==> config.mk <==
export PLATFORM = sky130hd
export DESIGN_NAME = seg7_scan_driver
export DESIGN_NICKNAME = d
export VERILOG_FILES = /design/src/rtl/seg7_pkg.sv /design/src/rtl/bcd_to_seg7.sv /design/src/rtl/seg7_scan_driver.sv
export SDC_FILE = /design/constraint.sdc
export NUM_CORES = 1
export LEC_CHECK = 0
export CAP_MARGIN = 40
export CELL_PAD_IN_SITES_DETAIL_PLACEMENT = 1
export CELL_PAD_IN_SITES_GLOBAL_PLACEMENT = 2
export CORE_ASPECT_RATIO = 0.6
export CORE_UTILIZATION = 39
export DETAILED_ROUTE_END_ITERATION = 6
export PLACE_DENSITY_LB_ADDON = 0.3
export RECOVER_POWER = 100
export SLEW_MARGIN = 30
export SYNTH_ARGS = -nofsm -noshare
export SYNTH_HDL_FRONTEND = slang
export SYNTH_SLANG_ARGS = --single-unit
==> constraint.sdc <==
create_clock -name clk -period 4.5 [get_ports clk]
set_input_delay 0.9 -clock clk [delete_from_list [all_inputs] [get_ports clk]]
set_output_delay 0.9 -clock clk [all_outputs]
set_load 0.02 [all_outputs]
==> src/rtl/seg7_pkg.sv <==
`default_nettype none
// ============================================================================
//  Module      : seg7_pkg
//  Description : Shared types and constants for the six-position multiplexed
//                7-segment scan driver: segment codes (active-low, ordered
//                {g,f,e,d,c,b,a}), the BCD value record, and the scan state.
//  Revision    : 1.0  initial release
// ============================================================================
package seg7_pkg;

    localparam int NUM_POS    = 6;   // sign + five digits
    localparam int NUM_DIGITS = 5;

    localparam logic [6:0] SEG_BLANK = 7'h7F;
    localparam logic [6:0] SEG_MINUS = 7'h3F;
    localparam logic [6:0] SEG_E     = 7'h06;

    // Element k is the pattern for digit k (listed 9 down to 0).
    localparam logic [9:0][6:0] SEG_DIGIT = {
        7'h10, 7'h00, 7'h78, 7'h02, 7'h12,
        7'h19, 7'h30, 7'h24, 7'h79, 7'h40
    };

    typedef enum logic [0:0] {
        BLANK = 1'b0,
        SHOW  = 1'b1
    } scan_state_t;

    // Sign flag plus five BCD digits; digit[0] is the units digit.
    typedef struct packed {
        logic                        negative;
        logic [NUM_DIGITS-1:0][3:0]  digit;
    } bcd_value_t;

endpackage : seg7_pkg
`default_nettype wire

==> src/rtl/bcd_to_seg7.sv <==
`default_nettype none
// ============================================================================
//  Module      : bcd_to_seg7
//  Description : Combinational BCD to active-low 7-segment decoder.
//                Codes 10..15 decode to 'E'.
//  Ports       : i_code  [3:0]  BCD digit
//                o_seg_n [6:0]  active-low segments {g,f,e,d,c,b,a}
//  Revision    : 1.0  initial release
// ============================================================================
module bcd_to_seg7
    import seg7_pkg::*;
(
    input  logic [3:0] i_code,
    output logic [6:0] o_seg_n
);

    always_comb begin
        o_seg_n = SEG_E;
        if (i_code <= 4'd9) begin
            o_seg_n = SEG_DIGIT[i_code];
        end
    end

endmodule : bcd_to_seg7
`default_nettype wire

==> src/rtl/seg7_scan_driver.sv <==
`default_nettype none
// ============================================================================
//  Module      : seg7_scan_driver
//  Description : Six-position common-anode multiplexed 7-segment driver.
//                Position 5 shows the sign, positions 4..0 the BCD digits.
//                New values are staged and only reach the display at a frame
//                boundary; each position slot starts with a blanking gap.
//  Ports       : clk, rst_n           clock / async active-low reset
//                update               one-cycle strobe sampling the inputs
//                negative, bcd_digit* sign and digits from the converter
//                an_n  [5:0]          active-low anodes, bit k = position k
//                seg_n [6:0]          active-low segments {g,f,e,d,c,b,a}
//                pending              staged value awaiting frame boundary
//                frame_start          pulse on first SHOW cycle of position 0
//  Options     : LZB_EN  enables leading-zero blanking of digits 4..1
//  Revision    : 1.0  initial release
// ============================================================================
module seg7_scan_driver
    import seg7_pkg::*;
#(
    parameter int CLK_DIV  = 50000,
    parameter int DEAD_CYC = 16
) (
    input  logic       clk,
    input  logic       rst_n,
    input  logic       update,
    input  logic       negative,
    input  logic [3:0] bcd_digit0,
    input  logic [3:0] bcd_digit1,
    input  logic [3:0] bcd_digit2,
    input  logic [3:0] bcd_digit3,
    input  logic [3:0] bcd_digit4,
    output logic [5:0] an_n,
    output logic [6:0] seg_n,
    output logic       pending,
    output logic       frame_start
);

    localparam int                CNT_W       = $clog2(CLK_DIV);
    localparam logic [CNT_W-1:0]  c_dead_last = CNT_W'(DEAD_CYC - 1);
    localparam logic [CNT_W-1:0]  c_slot_last = CNT_W'(CLK_DIV - 1);
    localparam logic [2:0]        c_last_pos  = 3'(NUM_POS - 1);

    logic [CNT_W-1:0] cnt_q,        cnt_d;
    scan_state_t      state_q,      state_d;
    logic [2:0]       idx_q,        idx_d;
    logic             started_q,    started_d;
    bcd_value_t       stage_q,      stage_d;
    bcd_value_t       disp_q,       disp_d;
    logic             pending_q,    pending_d;
    logic [5:0]       an_n_q,       an_n_d;
    logic [6:0]       seg_n_q,      seg_n_d;
    logic             frame_start_q, frame_start_d;

    bcd_value_t       in_val;
    logic             boundary;
    logic [3:0]       pos_code;
    logic [6:0]       dec_seg_n;
    logic [4:0]       lead_zero;

    // ------------------------------------------------------------------
    // Scan sequencing and double buffering
    // ------------------------------------------------------------------
    always_comb begin
        in_val.negative = negative;
        in_val.digit    = {bcd_digit4, bcd_digit3, bcd_digit2, bcd_digit1, bcd_digit0};

        cnt_d     = (cnt_q == c_slot_last) ? '0 : cnt_q + CNT_W'(1);
        state_d   = state_q;
        idx_d     = idx_q;
        started_d = started_q;
        boundary  = 1'b0;

        if (state_q == BLANK) begin
            if (cnt_q == c_dead_last) begin
                state_d   = SHOW;
                started_d = 1'b1;
                // The very first slot after reset must land on position 0.
                if (started_q) begin
                    idx_d = (idx_q == c_last_pos) ? 3'd0 : idx_q + 3'd1;
                end
                boundary = (idx_d == 3'd0);
            end
        end else begin
            if (cnt_q == c_slot_last) begin
                state_d = BLANK;
            end
        end

        stage_d   = stage_q;
        disp_d    = disp_q;
        pending_d = pending_q;
        if (update) begin
            stage_d   = in_val;
            pending_d = 1'b1;
        end
        // An update coinciding with the boundary is newer than anything
        // staged, so it goes straight to the display.
        if (boundary) begin
            if (update) begin
                disp_d = in_val;
            end else if (pending_q) begin
                disp_d = stage_q;
            end
            pending_d = 1'b0;
        end

        frame_start_d = boundary;
    end

    // ------------------------------------------------------------------
    // Leading-zero detection: lead_zero[k] set when digits 4..k are all 0
    // ------------------------------------------------------------------
`ifdef LZB_EN
    always_comb begin
        logic all_zero;
        all_zero  = 1'b1;
        lead_zero = '0;
        for (int k = NUM_DIGITS - 1; k >= 1; k--) begin
            all_zero     = all_zero & (disp_d.digit[k] == 4'd0);
            lead_zero[k] = all_zero;
        end
    end
`else
    always_comb begin
        lead_zero = '0;
    end
`endif

    // ------------------------------------------------------------------
    // Output decode, evaluated on next-state values so the registered
    // outputs line up with the registered state.
    // ------------------------------------------------------------------
    always_comb begin
        pos_code = 4'd0;
        if (idx_d < c_last_pos) begin
            pos_code = disp_d.digit[idx_d];
        end
    end

    bcd_to_seg7 u_bcd_to_seg7 (
        .i_code  (pos_code),
        .o_seg_n (dec_seg_n)
    );

    always_comb begin
        an_n_d  = 6'h3F;
        seg_n_d = SEG_BLANK;
        if (state_d == SHOW) begin
            an_n_d = ~(6'b000001 << idx_d);
            if (idx_d == c_last_pos) begin
                seg_n_d = disp_d.negative ? SEG_MINUS : SEG_BLANK;
            end else if (lead_zero[idx_d]) begin
                seg_n_d = SEG_BLANK;
            end else begin
                seg_n_d = dec_seg_n;
            end
        end
    end

    // ------------------------------------------------------------------
    // Registers
    // ------------------------------------------------------------------
    always_ff @(posedge clk or negedge rst_n) begin
        if (!rst_n) begin
            cnt_q         <= '0;
            state_q       <= BLANK;
            idx_q         <= 3'd0;
            started_q     <= 1'b0;
            stage_q       <= '0;
            disp_q        <= '0;
            pending_q     <= 1'b0;
            an_n_q        <= 6'h3F;
            seg_n_q       <= SEG_BLANK;
            frame_start_q <= 1'b0;
        end else begin
            cnt_q         <= cnt_d;
            state_q       <= state_d;
            idx_q         <= idx_d;
            started_q     <= started_d;
            stage_q       <= stage_d;
            disp_q        <= disp_d;
            pending_q     <= pending_d;
            an_n_q        <= an_n_d;
            seg_n_q       <= seg_n_d;
            frame_start_q <= frame_start_d;
        end
    end

    assign an_n        = an_n_q;
    assign seg_n       = seg_n_q;
    assign pending     = pending_q;
    assign frame_start = frame_start_q;

endmodule : seg7_scan_driver
`default_nettype wire

Word-level counts from Yosys, hierarchy flattened
Memory sizes are Yosys's and may differ from the RTL's.
Index checks and enable logic that the tools add are counted.
Storage, ports and cells
  input port bits: 24
  flip-flop bits (word level): 78
  memories kept: 2
  output and inout bits: 15
  bits in read-only memories: 120
  logic and storage cells: 66
Memory list
  (no name shown): depth 16, bits a word 7, rd ports 1, clocked after memory_dff 0, write ports 0, RTL line bcd_to_seg7.sv:20  | o_seg_n = SEG_DIGIT[i_code];
  (no name shown): depth 8, bits a word 1, rd ports 1, clocked after memory_dff 0, write ports 0, RTL line seg7_scan_driver.sv:153  | end else if (lead_zero[idx_d]) begin
Cells by class
  add/sub/neg operators: 2
  reduce and logical (&&, ||, !) cells: 3
  bitwise gates (word level): 2
  order comparisons: 4
  mux-type cells: 28
  eq/ne operators: 4
  shifts and indexed selects: 1
Operator list (number)
  $mux 21: 3
  $mux 7: 6
  $mux 3: 6
  $add 16x1->16 const B: 1
  $eq 16x16->1 const B: 1
  $eq 16x4->1 const B: 1
  $mux 16: 1
  $bmux 4 s3: 1
  $mux 1: 8
  $mux 4: 2
  $eq 3x3->1 const B: 2
  $mux 6: 1
  $not 6->6: 1
  $shl 1x3->6 const A: 1
  $lt 4x5->1 const B: 1
  $le 4x4->1 const B: 1
  $lt 3x4->1 const B: 1
  $add 3x1->3 const B: 1
  $logic_not 3->1: 1
  $lt 3x3->1 const B: 1
  $reduce_and 2->1: 1
  $reduce_bool 2->1: 1
  $not 1->1: 1

Longest topological paths before layout
Gate-level depths: netlist (run 1).
  word-level depth: 18
  gate-level depth with buffers: 18
  depth with buffers taken out: 14

Modules after synthesis
Synthesis (run 1) repeated with hierarchy kept, for this count alone.
Unflattened totals
  cells, all modules: 320
  area, all modules: 3582.2 µm²
By module, submodules not included
  seg7_scan_driver: times used 1, cells an instance 293, area an instance 3402.0 µm², sequential area each 1968.1 µm²
  bcd_to_seg7: times used 1, cells an instance 27, area an instance 180.2 µm², sequential area each 0.0 µm²

Worst setup path before layout (run 1)
Ideal clock, no wire load.
  path type: input to register
  start: in update
  end: reg seg_n_q[4], in the netlist seg_n[4]
  arrival: 3447 ps
  setup time: 84 ps
  setup slack: 969 ps
  stages: 11
  data required time: 4416 ps
  buffers on the path: 3
  cell sequence: clkbuf_1 > clkbuf_1 > clkbuf_1 > mux2_2 > mux2_2 > nand2_1 > nand4_1 > ha_1 > inv_1 > o21ai_1 > a221o_1
RTL lines
  start: declaration: RTL line seg7_scan_driver.sv:26  | input logic update,
  end signal: assignment: RTL line seg7_scan_driver.sv:185  | seg_n_q <= seg_n_d;
  end: declaration: RTL line seg7_scan_driver.sv:52  | logic [6:0] seg_n_q, seg_n_d;

Final worst setup path (run 1)
  start: reg cnt_q[0]
  end: reg seg_n_q[4], in the netlist seg_n[4]
Between the ends
  longest elaborated chain between the ends: 13
  elaborated cells between the ends (all ways): 24
  classes of those cells: 2 x order compare; 3 x eq/ne; 17 x mux; 2 x memory
Ends and longest elaborated chain
  start: declaration: RTL line seg7_scan_driver.sv:44  | logic [CNT_W-1:0] cnt_q, cnt_d;
  start signal: assignment: RTL line seg7_scan_driver.sv:177  | cnt_q <= cnt_d;
  $eq 16x4->1: RTL line seg7_scan_driver.sv:75  | if (cnt_q == c_dead_last) begin
  $mux 1: RTL line seg7_scan_driver.sv:75
  $mux 1: RTL line seg7_scan_driver.sv:74  | if (state_q == BLANK) begin
  $mux 21: RTL line seg7_scan_driver.sv:99  | if (boundary) begin
  $bmux 4 s3: RTL line seg7_scan_driver.sv:137  | pos_code = disp_d.digit[idx_d];
  $mux 4 (implied by the code): RTL line seg7_scan_driver.sv:137
  $mux 4: RTL line seg7_scan_driver.sv:136  | if (idx_d < c_last_pos) begin
  $mem_v2 16x7
  $mux 7 (implied by the code): RTL line bcd_to_seg7.sv:20
  $mux 7: RTL line bcd_to_seg7.sv:19  | if (i_code <= 4'd9) begin
  $mux 7: RTL line seg7_scan_driver.sv:153
  $mux 7: RTL line seg7_scan_driver.sv:151  | if (idx_d == c_last_pos) begin
  $mux 7 (*): RTL line seg7_scan_driver.sv:149  | if (state_d == SHOW) begin
  via seg_n_d[4]: RTL line seg7_scan_driver.sv:52
Mark *: on every way through the listed nets, which the timed path passes. The rest lies on a longest branch. The select of a mux whose other input is x is not followed.
A chain may end at the register's enable or synchronous reset.

==> flow_summary.rst, run 1 <==
.. list-table::
   :header-rows: 1

   * - Metric
     - Value
   * - Worst setup startpoint
     - cnt_q[0]$_DFF_PN0_
   * - Setup Total Neg Slack
     - 0 ns
   * - CTS sink cnt
     - 78
   * - Reported leakage power
     - 0.00196 uW
   * - Synth Net Count
     - 380
   * - Number of resized instances in the post-cts repair step
     - 0
   * - Antenna violations before repair
     - 0
   * - Worst vdd rail ir drop
     - 0.161 mV
   * - Mapped Area
     - 0.00370 mm^2
   * - Yosys synthesis warning count
     - 0
   * - Power density over the cells
     - 393 mW/mm^2
   * - Routed wire length
     - 9320 um
   * - Hold WS
     - 0.487 ns
   * - Routability-driven placement congestion ratio
     - 0.759
   * - TritonCTS clock tree
     - built
   * - Top-level port count
     - 39
   * - Total via count in the routed design
     - 2780
   * - Arrival time of the worst setup path
     - 4.19 ns
   * - Number of flops mapped to enable cells by yosys
     - 0
   * - Switching power
     - 404 uW
   * - Y dimension of the die
     - 77.4 um
   * - Post-synth ARST share
     - 100%
   * - Seq cells post-synth
     - 78
   * - Max Clock Freq
     - 255 MHz
   * - Avg Vias per Cell
     - 5.28
   * - Core outline area
     - 0.00919 mm^2
   * - Standard-cell rows
     - 27
   * - Post-detailed-placement half-perimeter wirelength
     - 6440 um
   * - Final worst path period need
     - 3.93 ns
   * - Unrepaired setup endpoints after global routing
     - no
   * - Outcome
     - complete, but fails checks
   * - Count of input and output buffers
     - 38
   * - Library cell used as clock root buffer
     - clkbuf_16
   * - Post-Synthesis Cells
     - 352
   * - Clock latency reported for the late side of the worst-skew pair
     - 0.34 ns
   * - Cell at the slowest stage of the critical path
     - or2_0
   * - Total internal power
     - 1370 uW
   * - Diode count
     - 0
   * - Fraction of layout instances using a drive strength above 1
     - 12.6%
   * - Max-slew violation count
     - 79
   * - Number of nets in the layout
     - 420
   * - Endpoint of the worst hold path
     - cnt_q[0]$_DFF_PN0_
   * - Die X-Extent
     - 128 um
   * - Number of buffers and inverters on the critical path
     - 2
   * - Number of filler instances in the final layout
     - 1051
   * - All-Layer GR Usage
     - 21.0%
   * - Flop-to-flop setup slack
     - 0.57 ns
   * - Initial DRC count
     - 138
   * - Floorplan die area
     - 0.00989 mm^2
   * - Pin count of the biggest net entering global routing
     - 79
   * - Seq/Total Area, Yosys
     - 53.2%
   * - Least-Margin Pin Slew
     - 1.96 ns
   * - Maximum root-to-sink buffer count
     - 2
   * - Crit Reg-Reg Startpoint
     - cnt_q[0]$_DFF_PN0_
   * - Gate family responsible for the most delay along the worst path
     - simple AND/OR/NAND/NOR gates
   * - Switching share of power
     - 22.8%
   * - Pwr Total
     - 1780 uW
   * - Count of hold-fix buffers inserted at cts
     - 0
   * - DRC Markers
     - 0
   * - Violated checks
     - max-capacitance violations, max-slew violations
   * - Most used DFF post-synth
     - dfrtp_1
   * - Synth-to-layout area growth
     - 22.4%
   * - Share of total power in sequential cells
     - 43.8%
   * - Global-route wire length before repair
     - 15500 um
   * - Starting utilization of the core area
     - 40.3%
   * - Largest stage delay on the critical path
     - 0.51 ns
   * - DR WL/cell
     - 17.7 um
   * - Relative max-transition margin
     - -30.3%
   * - H-Tree Level Count
     - 3
   * - Setup CP Type
     - reg -> reg
   * - Total iterations of the first detailed-routing run
     - 4
   * - Max_cap viols
     - 1
   * - Vias in the first global route
     - 2986
   * - Area share of the largest cell type after synthesis
     - 44.0%
   * - Crit-path most repeated cell
     - ha_1
   * - # setup viols final
     - 0
   * - FF-to-FF path depth
     - 13
   * - Number of distinct library cell variants in the gate-level netlist after synthesis
     - 53
   * - Worst Min Path Start
     - cnt_q[0]$_DFF_PN0_
   * - Buffers inserted during post-CTS setup optimization
     - 0
   * - Critical Path Source Type
     - flip-flop
   * - Crit-path cells
     - ha_1 > and3_1 > nand3_1 > or2_0 > inv_2 > a32oi_1 > a21oi_1 > o21ai_0 > nand4_1 > ha_1 > inv_1 > o21ai_1 > a221o_1
   * - Critical path capture point type
     - flip-flop
   * - Final Skew
     - 0.00803 ns
   * - Comb power frac
     - 9.9%
   * - Final period util
     - 87.3%
   * - Worst hold path type
     - reg -> reg
   * - Ranking of synthesized cells by area
     - dfrtp_1 (44%), dfstp_2 (9.2%), mux2_2 (6.4%)
   * - Maximum net fanout on the critical path
     - 11
   * - Antenna Nets Post-Route
     - 0
   * - Share of total power in the clock network
     - 46.3%
   * - Reg2Reg Capture Point
     - seg_n[4]$_DFF_PN1_
   * - Average cell area after synthesis
     - 10.5 um^2
   * - Clock transition time at the flip-flop clock pins of the worst setup and hold paths
     - 0.06 ns
   * - Total CTS buffers
     - 9
   * - Hold depth
     - 1
   * - Sum of overflow across all layers after global routing
     - 0
   * - Final hold vios
     - 0
   * - Required time worst endpoint
     - 4.76 ns
   * - Cell type contributing the most total cell area after synthesis
     - dfrtp_1
[final cells by class]
cell class	count	area (um^2)	share of cell area (%)
Sequential cell	78	1970	43.5
Multi-Input combinational cell	235	1560	34.4
Timing Repair Buffer	45	413	9.12
Clock buffer	9	225	4.98
Tap cell	130	163	3.59
Clock inverter	7	113	2.49
Inverter	23	86.3	1.91
[placed cells by master, fill, tap and decap left out, drive strengths merged, types with 13 or more instances in the layout]
cell type      count
a21oi             13
dfstp             13
dlygate4sd3       16
nand3             24
inv               22
clkdlybuf4s50     21
dfrtp             65
nor2              22
o21ai             18
mux2              21
clkbuf            14
nand2             37
[logic make-up (layout without fill, tap and decap cells)]
kind of cell / Yosys count / count (layout) / synth area share, %
multiplexers: 29 / 29 / 8.90
AO/OA/AOI/OAI: 62 / 62 / 11.7
XOR/XNOR: 15 / 15 / 3.55
buffers and inverters: 39 / 84 / 4.50
flip-flops: 78 / 78 / 53.2
AND/OR/NAND/NOR: 125 / 125 / 16.8
adder cells (fa/ha/maj): 4 / 4 / 1.35
[routing by layer]
metal / up-vias / share of wire [%] / GRT usage (%) / wire [um]
li1: 1308 / - / - / -
met1: 1416 / 52 / 30.2 / 4800
met2: 49 / 44 / 30.5 / 4070
met3: 7 / 3.9 / 5.93 / 367
met4: 0 / 0.88 / 6.35 / 82
met5: - / 0 / 0 / 0
[power groups by stage]
stage | combinational (uW) | clock [uW] | sequential, uW
floorplan | 93.4 | 0 | 799
global placement | 180 | 0 | 787
detailed placement | 187 | 0 | 790
CTS | 188 | 846 | 778
global route | 196 | 877 | 782
finish | 176 | 824 | 778
[sequential cells by signal, summed over array words and instances, names as in the netlist]
| register | flops |
|---|---|
| idx_q | 3 |
| disp_q | 21 |
| state_q | 1 |
| stage_q | 21 |
| started_q | 1 |
| seg_n | 7 |
| frame_start | 1 |
| pending | 1 |
| cnt_q | 16 |
| an_n | 6 |
[stage by stage]
stage | std cells | utilization [%] | setup slack [ns] | area (um^2)
finish | 527 | 49.3 | 0.571 | 4530
floorplan | 352 | - | 0.969 | 3700
global placement | 510 | 45.8 | 0.632 | 4200
CTS | 527 | 49.6 | 0.706 | 4550
global route | 527 | 49.3 | 0.205 | 4530
detailed placement | 511 | 45.9 | 0.493 | 4220
[cells in the mapped netlist (3+ instances only)]
library cell  number
o21ai_0           14
nand2_1           37
and3_1             7
clkbuf_1           8
o21ai_1            4
ha_1               4
mux2i_1            7
nor3_1            12
mux2_2            21
nor2b_1            6
dfrtp_1           65
a32oi_1            8
o21a_1             3
dfstp_2           13
xor2_1             9
inv_1             21
or3_1              4
buf_2              4
nand3_1           23
xnor2_1            6
nor2_1            22
a21oi_1           13
and2_1             3
[worst max-delay path by stage]
stage	slack [ns]	depth (start not counted)	endpoint
after floorplan	0.97	11	seg_n[4]$_DFF_PN1_
after global placement	0.63	11	seg_n[4]$_DFF_PN1_
after detailed placement	0.49	11	seg_n[4]$_DFF_PN1_
after CTS	0.71	13	seg_n[4]$_DFF_PN1_
after global routing	0.20	13	seg_n[4]$_DFF_PN1_
final	0.57	13	seg_n[4]$_DFF_PN1_
No activity file was read; power rests on OpenSTA's default activity.
==> inputs of run 2 (changes only) <==
Settings changed: SKIP_CTS_REPAIR_TIMING from default to 1.
==> results of run 2 <==
Final layout, timing and power as in run 1 (identical DEF).
